--- src/rtl/regfile_pkg.sv ---
// rtl/regfile_pkg.sv - shared constants, types and busy priority helper for the register file
package regfile_pkg;

  localparam int DW_DEF  = 32;
  localparam int AW_DEF  = 5;
  localparam int NRD_DEF = 2;

  typedef logic [(2**AW_DEF)-1:0] busy_vec_t;

  // Busy next state: squash beats issue, issue beats a same-cycle writeback clear.
  function automatic logic busy_next(input logic cur, input logic flush,
                                     input logic iss_hit, input logic wr_hit);
    if (flush)   return 1'b0;
    if (iss_hit) return 1'b1;
    if (wr_hit)  return 1'b0;
    return cur;
  endfunction

endpackage

--- src/rtl/regfile_busy_tracker.sv ---
// rtl/regfile_busy_tracker.sv - per-register pending-write bits, pending count and hazard flags
module regfile_busy_tracker
  import regfile_pkg::*;
#(
  parameter int AW     = AW_DEF,
  parameter int NRD    = NRD_DEF,
  parameter int BYPASS = 1
) (
  input  logic             clk,
  input  logic             rst,
  input  logic [NRD*AW-1:0] rd_addr,
  input  logic             wr_en,
  input  logic [AW-1:0]    wr_addr,
  input  logic             iss_en,
  input  logic [AW-1:0]    iss_addr,
  input  logic             flush,
  output logic [NRD-1:0]   rd_busy,
  output logic             iss_waw,
  output logic [AW:0]      pend_cnt
);

  localparam int DEPTH = 1 << AW;

  logic [DEPTH-1:0] busy;
  logic [DEPTH-1:0] busy_d;
  logic             inc;
  logic             dec;
  logic             iss_valid;
  logic             wr_valid;

  assign iss_valid = iss_en && (iss_addr != '0);
  assign wr_valid  = wr_en && (wr_addr != '0);

  // Register 0 never goes busy; every other bit follows the priority helper.
  always_comb begin
    busy_d = '0;
    for (int i = 1; i < DEPTH; i++) begin
      busy_d[i] = busy_next(busy[i], flush,
                            iss_en && (iss_addr == AW'(i)),
                            wr_en && (wr_addr == AW'(i)));
    end
  end

  // Count tracks the popcount: an issue adds only to an idle register, and a
  // clear subtracts only when the same register is not re-issued this cycle.
  assign inc = iss_valid && !busy[iss_addr];
  assign dec = wr_valid && busy[wr_addr] && !(iss_en && (iss_addr == wr_addr));

  assign iss_waw = iss_valid && busy[iss_addr] && !(wr_en && (wr_addr == iss_addr));

  for (genvar p = 0; p < NRD; p++) begin : g_port
    logic [AW-1:0] a;
    assign a = rd_addr[p*AW +: AW];
    assign rd_busy[p] = busy[a] && !((BYPASS != 0) && wr_en && (wr_addr == a));
  end

  // Busy vector and pending count state.
  always_ff @(posedge clk or posedge rst) begin
    if (rst) begin
      busy     <= '0;
      pend_cnt <= '0;
    end else begin
      busy <= busy_d;
      if (flush) pend_cnt <= '0;
      else       pend_cnt <= pend_cnt + {{AW{1'b0}}, inc} - {{AW{1'b0}}, dec};
    end
  end

endmodule

--- src/rtl/regfile_scoreboard.sv ---
// rtl/regfile_scoreboard.sv - register file with zero register, write bypass and scoreboard
module regfile_scoreboard
  import regfile_pkg::*;
#(
  parameter int DW     = DW_DEF,
  parameter int AW     = AW_DEF,
  parameter int NRD    = NRD_DEF,
  parameter int BYPASS = 1
) (
  input  logic              clk,
  input  logic              rst,
  input  logic [NRD*AW-1:0] rd_addr,
  output logic [NRD*DW-1:0] rd_data,
  output logic [NRD-1:0]    rd_busy,
  input  logic              wr_en,
  input  logic [AW-1:0]     wr_addr,
  input  logic [DW-1:0]     wr_data,
  input  logic              iss_en,
  input  logic [AW-1:0]     iss_addr,
  output logic              iss_waw,
  input  logic              flush,
  output logic [AW:0]       pend_cnt
);

  localparam int DEPTH = 1 << AW;

  logic [DW-1:0] mem [DEPTH];

  // Data array; flush does not gate writeback, and address 0 is never stored.
  always_ff @(posedge clk or posedge rst) begin
    if (rst) begin
      for (int i = 0; i < DEPTH; i++) mem[i] <= '0;
    end else if (wr_en && (wr_addr != '0)) begin
      mem[wr_addr] <= wr_data;
    end
  end

  for (genvar p = 0; p < NRD; p++) begin : g_read
    logic [AW-1:0] a;
    assign a = rd_addr[p*AW +: AW];
    assign rd_data[p*DW +: DW] =
      (a == '0) ? '0 :
      ((BYPASS != 0) && wr_en && (wr_addr == a)) ? wr_data : mem[a];
  end

  regfile_busy_tracker #(
    .AW     (AW),
    .NRD    (NRD),
    .BYPASS (BYPASS)
  ) u_busy (
    .clk      (clk),
    .rst      (rst),
    .rd_addr  (rd_addr),
    .wr_en    (wr_en),
    .wr_addr  (wr_addr),
    .iss_en   (iss_en),
    .iss_addr (iss_addr),
    .flush    (flush),
    .rd_busy  (rd_busy),
    .iss_waw  (iss_waw),
    .pend_cnt (pend_cnt)
  );

endmodule
--- config.mk ---
export PLATFORM = sky130hd
export DESIGN_NAME = regfile_scoreboard
export DESIGN_NICKNAME = d
export VERILOG_FILES = /design/src/rtl/regfile_pkg.sv /design/src/rtl/regfile_busy_tracker.sv /design/src/rtl/regfile_scoreboard.sv
export SDC_FILE = /design/constraint.sdc
export NUM_CORES = 2
export LEC_CHECK = 0
export ABC_AREA = 1
export CELL_PAD_IN_SITES_DETAIL_PLACEMENT = 0
export CELL_PAD_IN_SITES_GLOBAL_PLACEMENT = 2
export CORE_MARGIN = 10
export CORE_UTILIZATION = 35
export DETAILED_ROUTE_END_ITERATION = 10
export DONT_BUFFER_PORTS = 1
export HOLD_SLACK_MARGIN = 0.06
export PLACE_DENSITY = 0.77
export SLEW_MARGIN = 20
export SYNTH_ARGS = -nofsm -noshare
export SYNTH_HDL_FRONTEND = slang
export SYNTH_SLANG_ARGS = --single-unit
export TNS_END_PERCENT = 20
--- constraint.sdc ---
create_clock -name clk -period 70.9 [get_ports clk]
set_clock_uncertainty 0.15 [all_clocks]
set_input_delay 10.635 -clock clk [delete_from_list [all_inputs] [get_ports clk]]
set_output_delay 10.635 -clock clk [all_outputs]
set_load 0.1 [all_outputs]
==> results.txt <==
Status: complete, but fails checks
Failing checks: slew limit
Mapped Nets: 9228
Mapped Avg Cell Area: 6.810 sq um
Final wirelength: 277600 microns
# Post-CTS Setup Buffers: 0
Worst-margin pin slew: 3.120 ns
Placer Congestion: 0.8395
GR Util met3: 3.797%
Avg Vias per Cell: 5.421
Setup violators final: 0
Wire per inst: 25.04 microns
Max-cap violations: 0
Hold buffer count at CTS: 0
Num ports: 130
Share of cells above drive strength 1: 6.506%
WS Path Type: input pin to output pin
Vias: 60100
Most frequent cells in the layout: nand2_1, dfrtp_1, nand3_1
Die boundary height: 442.3 microns
Rows: 154
Vias in the first global route: 57660
Critical Path Fanout Max: 184
GRT overflow: 0
PortBufs: 0
Final period utilization: 36.46%
Fin Hold WS: 0.2236 ns
Post-synth EDFFs: 0
Root buf cell: clkbuf_16
Die width: 442.3 microns
Synth Cell Area: 62410 sq um
Post-synthesis cell type count: 32
Largest net degree at the start of global routing: 782
DP Wirelength: 144100 microns
Slew Limit Fails: 493
Crit start category: input pin
CTS tree: done
Gr busiest metal: met2
Post-CTS sizing: 0
Core area: 176700 sq um
Worst Path Arrival: 15.06 ns
Tightest Hold Check Type: flip-flop to flip-flop
Cells after synthesis: 9164
Die area: 195600 sq um
Most common cell after layout, fill and taps aside: nand2_1
Clock transition at the registers of the reported paths: 0.05 ns
Gate power share: 20.3%
Switching part of the total power: 32.95%
Pwr dens: 27.72 nW/um^2
Leakage power: 32.43 nW
Final core utilization: 38.35%
Min Tclk post-route: 25.85 ns
Required @ worst endpoint: 60.12 ns
Starting DRT DRC Count: 6236
Peak VDD IR: 0.02281 mV
Drt drc: 0
Clock Power Share: 37.7%
Max clock buf depth: 3
Int Pwr: 1.260 mW
Initial antenna violation count: 2
Final Net Count: 8713
Clk sink count: 1061
Switching power: 0.6189 mW
H-tree depth: 4
Synth Register Bits: 1061
Global Route met1 Usage: 36.55%
Synth Flop Type: dfrtp_1
Ys Warns: 0
Sequential power share: 42.0%
Synth-to-layout area growth: 8.565%
Met2 usage: 46.00%
Gr usage total: 27.53%
Fillers: 18780
Crit path capture type: output pin
Post-synthesis sequential area ratio: 42.54%
Post-route ant nets: 0
Async S/R FF share, synth: 100.0%
Initial Util: 35.32%
Clock latency at the later pin of the worst-skew pair: 0.80 ns
Fin. Hold Viols: 0
Total Neg Setup Slack: 0 ns
Pre-antenna DRT Iters: 7
First-pass GRT wire length: 406900 microns
RSZ-0062 raised after global routing: no
Total CTS buffers: 134
Slew margin rel.: -108.0%
Max Freq: 0.03869 GHz
[cells by family after synthesis]
group | count (synthesis) | share of synthesized area (%)
AND/OR/NAND/NOR | 4709 | 30.36
AO/OA/AOI/OAI | 1784 | 16.05
buffers and inverters | 1599 | 10.84
flip-flops | 1061 | 42.54
adder cells (fa/ha/maj) | 7 | 0.1524
XOR/XNOR | 4 | 0.05614
[power groups by stage]
stage                     Clock, mW  Combinational [mW]  Sequential (mW)
after global routing          0.742               0.436            0.804
after detailed placement          0               0.379            0.798
after floorplan                   0               0.309            0.784
after global placement            0               0.375            0.796
final                         0.707               0.381            0.790
after CTS                     0.719               0.380            0.788
[synthesized netlist by cell type, types with 80 or more instances]
library cell	number	share of area (%)
a21oi_1	272	2.2
buf_2	277	2.2
clkbuf_1	377	2.3
dfrtp_1	1061	43
inv_1	794	4.8
nand2_1	3036	18
nand3_1	924	7.4
nor2_1	716	4.3
o211ai_1	289	3.5
o21ai_0	885	7.1
o21ai_1	227	1.8
o21ai_2	80	1.1
[state kept, by name (all words and copies together), names as in the netlist]
name / cells
mem: 1024
u_busy.pend_cnt: 6
u_busy.busy: 31
[layer usage]
metal	up-vias	share of wire [%]
li1	28230	-
met1	29320	44
met2	2134	46
met3	427	6.2
met4	2	3.5
met5	-	0.0047
[final timing paths]
check                                             from                      endpoint  slack [ns]  depth (start not counted)
hold / removal                   mem[1003]$_DFFE_PP0P_         mem[1003]$_DFFE_PP0P_        0.22                          0
hold reg to reg                  mem[1003]$_DFFE_PP0P_         mem[1003]$_DFFE_PP0P_        0.22                          0
max in group asynchronous                          rst          mem[490]$_DFFE_PP0P_       57.11                          5
min in group asynchronous                          rst          mem[966]$_DFFE_PP0P_        9.65                          1
setup reg to reg           u_busy.busy[31]$_DFFE_PP0P_  u_busy.pend_cnt[4]$_DFF_PP0_       67.96                         16
setup / recovery                            rd_addr[6]                   rd_data[53]       45.05                         10
[stage by stage]
stage          worst slack, ns  cell area [sq um]  cells  power (mW)
2_1_floorplan            30.25              62410   9164       1.093
3_3_place_gp             45.00              63250  10850       1.170
5_1_grt                  45.08              67750  11090       1.981
3_5_place_dp             45.28              63300  10850       1.177
6_report                 45.05              67760  11090       1.878
4_1_cts                  45.28              67750  11090       1.888
[worst max-delay path, cell delays in order]
cell and delay (ns):
inv_8 0.54, buf_4 0.74, buf_4 0.82, buf_4 0.70
nand3_1 0.15, nand3_1 0.11, nand3_1 0.12, nand3_1 0.14
nand2_1 0.17, a21oi_4 0.62
[layout make-up]
class / instances / area [sq um] / area share [%]
multi-input cells: 6504 / 29690 / 43.82
flip-flops and latches: 1061 / 26550 / 39.19
clock buffers: 204 / 4074 / 6.013
inverters: 812 / 3088 / 4.558
well taps: 2340 / 2928 / 4.321
repair buffers: 136 / 1050 / 1.549
clock inverters: 29 / 375.4 / 0.5540
diodes: 1 / 2.502 / 0.003693
Note: power is estimated with default switching activity, not from simulation.
